[src/rtl/shift_pkg.sv]
// Shared operation codes for the universal shift register, used by RTL and bench.
package shift_pkg;

    typedef enum logic [2:0] {
        MODE_HOLD = 3'd0,
        MODE_LOAD = 3'd1,
        MODE_SHL  = 3'd2,
        MODE_SHR  = 3'd3,
        MODE_ROL  = 3'd4,
        MODE_ROR  = 3'd5,
        MODE_ASR  = 3'd6,
        MODE_CLR  = 3'd7
    } mode_e;

endpackage

[src/rtl/dff_ar.sv]
// Parametrised register with asynchronous active-high reset, clock enable and reset value.
module dff_ar #(
    parameter int               WIDTH   = 8,
    parameter logic [WIDTH-1:0] RST_VAL = '0
) (
    input  logic             clk,
    input  logic             rst,
    input  logic             en,
    input  logic [WIDTH-1:0] d,
    output logic [WIDTH-1:0] q
);

    logic [WIDTH-1:0] q_q;

    always_ff @(posedge clk or posedge rst) begin
        if (rst) begin
            q_q <= RST_VAL;
        end else if (en) begin
            q_q <= d;
        end
    end

    assign q = q_q;

endmodule

[src/rtl/univ_shift_reg.sv]
// Universal shift register: hold, load, logical/arithmetic shifts, rotates and clear,
// with a registered shift-out bit and a combinational zero flag.
module univ_shift_reg
    import shift_pkg::*;
#(
    parameter int               WIDTH   = 8,
    parameter logic [WIDTH-1:0] RST_VAL = '0
) (
    input  logic             clk,
    input  logic             rst,
    input  logic             en,
    input  logic [2:0]       mode,
    input  logic [WIDTH-1:0] d,
    input  logic             sin_l,
    input  logic             sin_r,
    output logic [WIDTH-1:0] q,
    output logic             sout,
    output logic             zero
);

    logic [WIDTH-1:0] q_d;
    logic             sout_d;

    // sout keeps its value unless a bit actually leaves the register (or CLR wipes it).
    always_comb begin
        q_d    = q;
        sout_d = sout;
        case (mode_e'(mode))
            MODE_HOLD: begin
                q_d = q;
            end
            MODE_LOAD: begin
                q_d = d;
            end
            MODE_SHL: begin
                q_d    = {q[WIDTH-2:0], sin_l};
                sout_d = q[WIDTH-1];
            end
            MODE_SHR: begin
                q_d    = {sin_r, q[WIDTH-1:1]};
                sout_d = q[0];
            end
            MODE_ROL: begin
                q_d    = {q[WIDTH-2:0], q[WIDTH-1]};
                sout_d = q[WIDTH-1];
            end
            MODE_ROR: begin
                q_d    = {q[0], q[WIDTH-1:1]};
                sout_d = q[0];
            end
            MODE_ASR: begin
                q_d    = {q[WIDTH-1], q[WIDTH-1:1]};
                sout_d = q[0];
            end
            MODE_CLR: begin
                q_d    = '0;
                sout_d = 1'b0;
            end
            default: begin
                q_d    = q;
                sout_d = sout;
            end
        endcase
    end

    dff_ar #(
        .WIDTH  (WIDTH),
        .RST_VAL(RST_VAL)
    ) u_q_reg (
        .clk(clk),
        .rst(rst),
        .en (en),
        .d  (q_d),
        .q  (q)
    );

    dff_ar #(
        .WIDTH  (1),
        .RST_VAL(1'b0)
    ) u_sout_reg (
        .clk(clk),
        .rst(rst),
        .en (en),
        .d  (sout_d),
        .q  (sout)
    );

    assign zero = (q == '0);

endmodule

[config.mk]
export PLATFORM = sky130hd
export DESIGN_NAME = univ_shift_reg
export DESIGN_NICKNAME = d
export VERILOG_FILES = /design/src/rtl/shift_pkg.sv /design/src/rtl/dff_ar.sv /design/src/rtl/univ_shift_reg.sv
export SDC_FILE = /design/constraint.sdc
export NUM_CORES = 1
export LEC_CHECK = 0
export ABC_CLOCK_PERIOD_IN_PS = 1700
export CORE_MARGIN = 2
export CORE_UTILIZATION = 45
export DETAILED_ROUTE_END_ITERATION = 8
export PLACE_DENSITY = 0.82
export SLEW_MARGIN = 25
export SYNTH_ARGS = -nofsm -noshare
export SYNTH_HDL_FRONTEND = slang
export SYNTH_SLANG_ARGS = --single-unit
[constraint.sdc]
create_clock -name clk -period 1.7 [get_ports clk]
set_input_delay 0.255 -clock clk [delete_from_list [all_inputs] [get_ports clk]]
set_output_delay 0.255 -clock clk [all_outputs]
set_load 0.01 [all_outputs]
Yosys cells after proc, flatten, opt, wreduce, memory -nomap -nowiden
Cells that the tools add are included.
- register bits after elaboration: 9
- input bits: 16
- logic and storage cells: 22
- equal/unequal tests: 7
- mux-type cells: 2
- bitwise gates (word level): 2
- reductions and logical operators: 8
- operators by type and width (cell ; count):
    $pmux 8 s7 ; 1
    $eq 3x3->1 const B ; 4
    $logic_not 8->1 ; 1
    $eq 3x2->1 const B ; 2
    $reduce_and 2->1 ; 2
    $eq 3x1->1 const B ; 1
    $logic_not 3->1 ; 1
    $pmux 1 s3 ; 1
    $reduce_and 3->1 ; 1
    $reduce_bool 3->1 ; 1
    $reduce_or 3->1 ; 1
    $not 1->1 ; 2
    $reduce_or 2->1 ; 1

Logic depth before layout (Yosys ltp)
- depth after elaboration: 4
- gate-level depth with buffers: 6
- gate-level depth less buffers: 4

Cells and area by module
From an unflattened synthesis, not the netlist that was laid out.
- cell total of the unflattened synthesis: 96
- area total of the unflattened synthesis: 887.1 um^2
- by module, submodules not included (module ; times used ; cells an instance ; area each (um^2) ; sequential area each (um^2)):
    univ_shift_reg ; 1 ; 75 ; 508.0 ; 0.0
    dff_ar (u_q_reg) ; 1 ; 18 ; 335.3 ; 200.2
    dff_ar (u_sout_reg) ; 1 ; 3 ; 43.8 ; 25.0

Worst setup path after synthesis
No wires, ideal clock.
- path kind: flip-flop to output port
- start point: register u_q_reg.q_q[4], in the netlist u_q_reg.q[4]
- end point: output port zero
- data arrival time: 1.141 ns
- slack: 0.304 ns
- stages on the path, launching flop included: 3
- path buffers: 0
- path through: dfrtp_1 > or4_1 > nor2_1
- longest elaborated chain between the ends: 1
- ends and longest elaborated chain (what ; line ; RTL):
    from (decl) ; dff_ar.sv:13 ; logic [WIDTH-1:0] q_q;
    from (signal assigned) ; dff_ar.sv:17 ; q_q <= RST_VAL;
    from (signal assigned) ; dff_ar.sv:19 ; q_q <= d;
    $logic_not 8->1 ; univ_shift_reg.sv:88 ; assign zero = (q == '0);
    to (decl) ; univ_shift_reg.sv:18 ; output logic zero
No other way between the ends.

Final worst setup path
- start point: register u_q_reg.q_q[0], in the netlist u_q_reg.q[0]
- end point: output port zero
The elaborated chain is that of the path after synthesis.

==> summary.md <==
| Metric | Value |
|---|---|
| R2R depth | 6 |
| TritonCTS clock tree | built |
| Num CTS Buffers | 3 |
| Relative slew slack | between 70 and 80% |
| Synth top area share | ~34% |
| Net Switching | 298 uW |
| Top cells by count, synth | dfrtp_1 (9), nand2_1 (8), mux2i_1 (7), o21ai_0 (7) |
| Synth area leaders | dfrtp_1 (34%), mux2i_1 (11%), o2bb2ai_1 (7.9%) |
| Sequential share of power | between 30% and 40% |
| Yosys warning count | 0 |
| Leakage power | between 0.0004 and 0.0005 uW |
| Gpl congestion | 0.817 |
| WP data arrival | around 1.4 ns |
| Worst Setup EP | zero |
| Max Cap Viol | 0 |
| Initial Util | between 40% and 50% |
| First-pass GRT wire length | approximately 3300 um |
| Routed Wire Length | 2290 um |
| Vias per inst | ~6 |
| Post-synth top flop | dfrtp_1 |
| RR Endpoint | u_q_reg.q[7]$_DFFE_PP0P_ |
| Worst setup EP type | output pin |
| Count of different cell masters after synthesis | 27 |
| Cell taking the most area after synthesis | dfrtp_1 |
| Pre-antenna DRT Iters | 4 |
| Outcome | completed |
| Clk slew on worst S/H paths | 0.07 ns |
| Final Critical Period | approximately 1.7 ns |
| Final setup viols | 0 |
| Worst Path Max Fanout | 2 |
| Pin count of the biggest net entering global routing | 15 |
| Hpwl dp | between 1500 and 2000 um |
| Die Y | around 42 um |
| Core Box Area | 1330 um2 |
| Diode count | 0 |
| Port Buf Inserts | 25 |
| WL per Instance | between 15 and 20 um |
| FP Rows | 13 |
| Hold WC Path Type | primary input to async pin |
| Initial antenna violation count | 0 |
| DRT iter0 DRCs | 30 |
| Worst vdd ir | around 0.7 mV |
| CP Launch Type | flip-flop |
| I/O pin count | 26 |
| Max Root-Sink Buffers | 2 |
| Setup TNS | 0 ns |
| DR vias | 815 |
| Start point of the critical path | u_q_reg.q[0]$_DFFE_PP0P_ |
| CTS root buf | clkbuf_4 |
| Vias in the first global route | just over 700 |
| CTS sink count | 9 |
| Top-count cell post-synth | dfrtp_1 |
| FILL cells | 85 |
| Clk Latency, worst-skew pair | ~0.27 ns |
| Crit path kind | flip-flop to output pin |
| Data required, critical path | approximately 1.4 ns |
| Tightest Pin Transition | ~0.35 ns |
| Slew Viols, Final | 0 |
| Total GRT Usage | approximately 25% |
| Sw frac | approximately 34% |
| Comb pwr share | about half |
| Syn Std Cell Area | roughly 670 um2 |
| Unrepaired setup endpoints after global routing | yes |
| Clk network pwr share | 20.1% |
| Internal Power | about 580 uW |
| Synthesis-to-layout area growth | 66.2% |
| Fmax | around 0.6 GHz |
| Yosys reg bits | 9 |
| Post-synth EDFFs | 0 |
| Register-to-Register Setup Slack | around 0.33 ns |
| Power Total | 881 uW |
| Share of post-route cells with drive strength above 1 | a little over a quarter |
| Post-layout net count | 137 |
| Hold-fix buffers at CTS | 0 |
| Grt ovf | 0 |
| Post-route clock period utilization | 98.5% |
| Syn Area/Cell | slightly below 9 um2 |
| Die area | 1800 um2 |
| Clock H-tree levels | 1 |
| Clock Skew | ~0.0042 ns |
| Seq/Total Area, Yosys | approximately 34% |
| Routed Antenna Nets | 0 |
| Cells after Synth | 75 |
| Chip width | 42.5 um |
| Net Count, Synth | 91 |
| DRC Markers | 0 |
| Final Hold Viols | 0 |
| Pwr dens | 796 nW/um2 |
| Ys async rst share | 100% |
| Reg-to-reg startpoint | u_q_reg.q[0]$_DFFE_PP0P_ |
[state kept, by name, summed over array words and instances, names as in the netlist]
signal	flops
u_q_reg.q	8
u_sout_reg.q	1
[area by class of cell]
class                           instances  area, um2  area share (%)
Timing Repair Buffer                   47        419            37.9
Multi-Input combinational cell         59        413            37.3
Sequential cell                         9        225            20.4
Clock buffer                            4       26.3            2.38
Tap cell                               15       18.8            1.70
Inverter                                1       3.75           0.339
[repair_timing]
action,in CTS,in global routing
buffers inserted,0,2
pin swaps,0,1
endpoints found under the setup margin,1,1
resized for setup,5,5
[how the worst min path moves through the flow]
stage | startpoint | to | slack, ns | depth (start not counted)
4_1_cts | rst | u_q_reg.q[1]$_DFFE_PP0P_ | 0.26 | 2
3_3_place_gp | u_sout_reg.q$_DFFE_PP0P_ | u_sout_reg.q$_DFFE_PP0P_ | 0.52 | 2
3_5_place_dp | u_sout_reg.q$_DFFE_PP0P_ | u_sout_reg.q$_DFFE_PP0P_ | 0.54 | 2
2_1_floorplan | rst | u_q_reg.q[0]$_DFFE_PP0P_ | 0.08 | 1
6_report | rst | u_q_reg.q[3]$_DFFE_PP0P_ | 0.26 | 2
5_1_grt | rst | u_q_reg.q[5]$_DFFE_PP0P_ | 0.30 | 2
[per-stage QoR]
stage	instances	instance area [um2]	hold WS [ns]	setup WS [ns]	utilization [%]
final	135	1110	0.260	0.0247	82.9
after detailed placement	129	1050	0.540	-0.0982	78.4
after floorplan	75	666	0.0829	0.305	-
after CTS	133	1070	0.260	0.0241	80.3
after global routing	135	1110	0.300	-0.0341	82.9
after global placement	129	1050	0.522	-0.0782	78.4
[power by group through the flow]
stage	clock network, uW	logic, uW	registers (uW)
after global placement	0	383	267
after detailed placement	0	391	271
after floorplan	0	134	308
final	177	430	273
after global routing	185	460	277
after CTS	178	395	268
[per-layer routing]
layer	track usage (%)	vias to the layer above	share of wire, %
li1	-	374	-
met1	32.3	389	41
met2	40.0	46	52
met3	6.03	6	6.8
met4	10.0	0	0.61
met5	0	-	0
[placed cells by master, fill, tap and decap left out, types with 2 or more instances in the layout]
cell             count
a21oi_1              3
o21ai_0              7
nor2_1               3
buf_4               22
o31ai_1              2
o22ai_1              6
clkdlybuf4s50_1     23
dfrtp_1              9
o2bb2ai_1            6
nor3b_1              2
clkbuf_4             3
nor2b_1              2
or4_4                2
mux2i_1              7
nand2_1              8
[worst max-delay path, cell delays in order, from the launching register on]
cell,delay [ns]
dfrtp_1,0.38
or4_4,0.55
nor2_4,0.12
buf_6,0.10
[cell families (layout without fill, tap and decap cells)]
family / Yosys count / in the layout / synth area share (%)
DFF: 9 / 9 / 33.8
xor gates and xnor gates: 1 / 1 / 2.44
muxes: 7 / 7 / 10.5
AOI/OAI and AO/OA: 28 / 28 / 27.8
buffers and inverters: 7 / 52 / 6.39
and+or+nand+nor: 23 / 23 / 19.0
No activity file was read; power rests on OpenSTA's default activity.
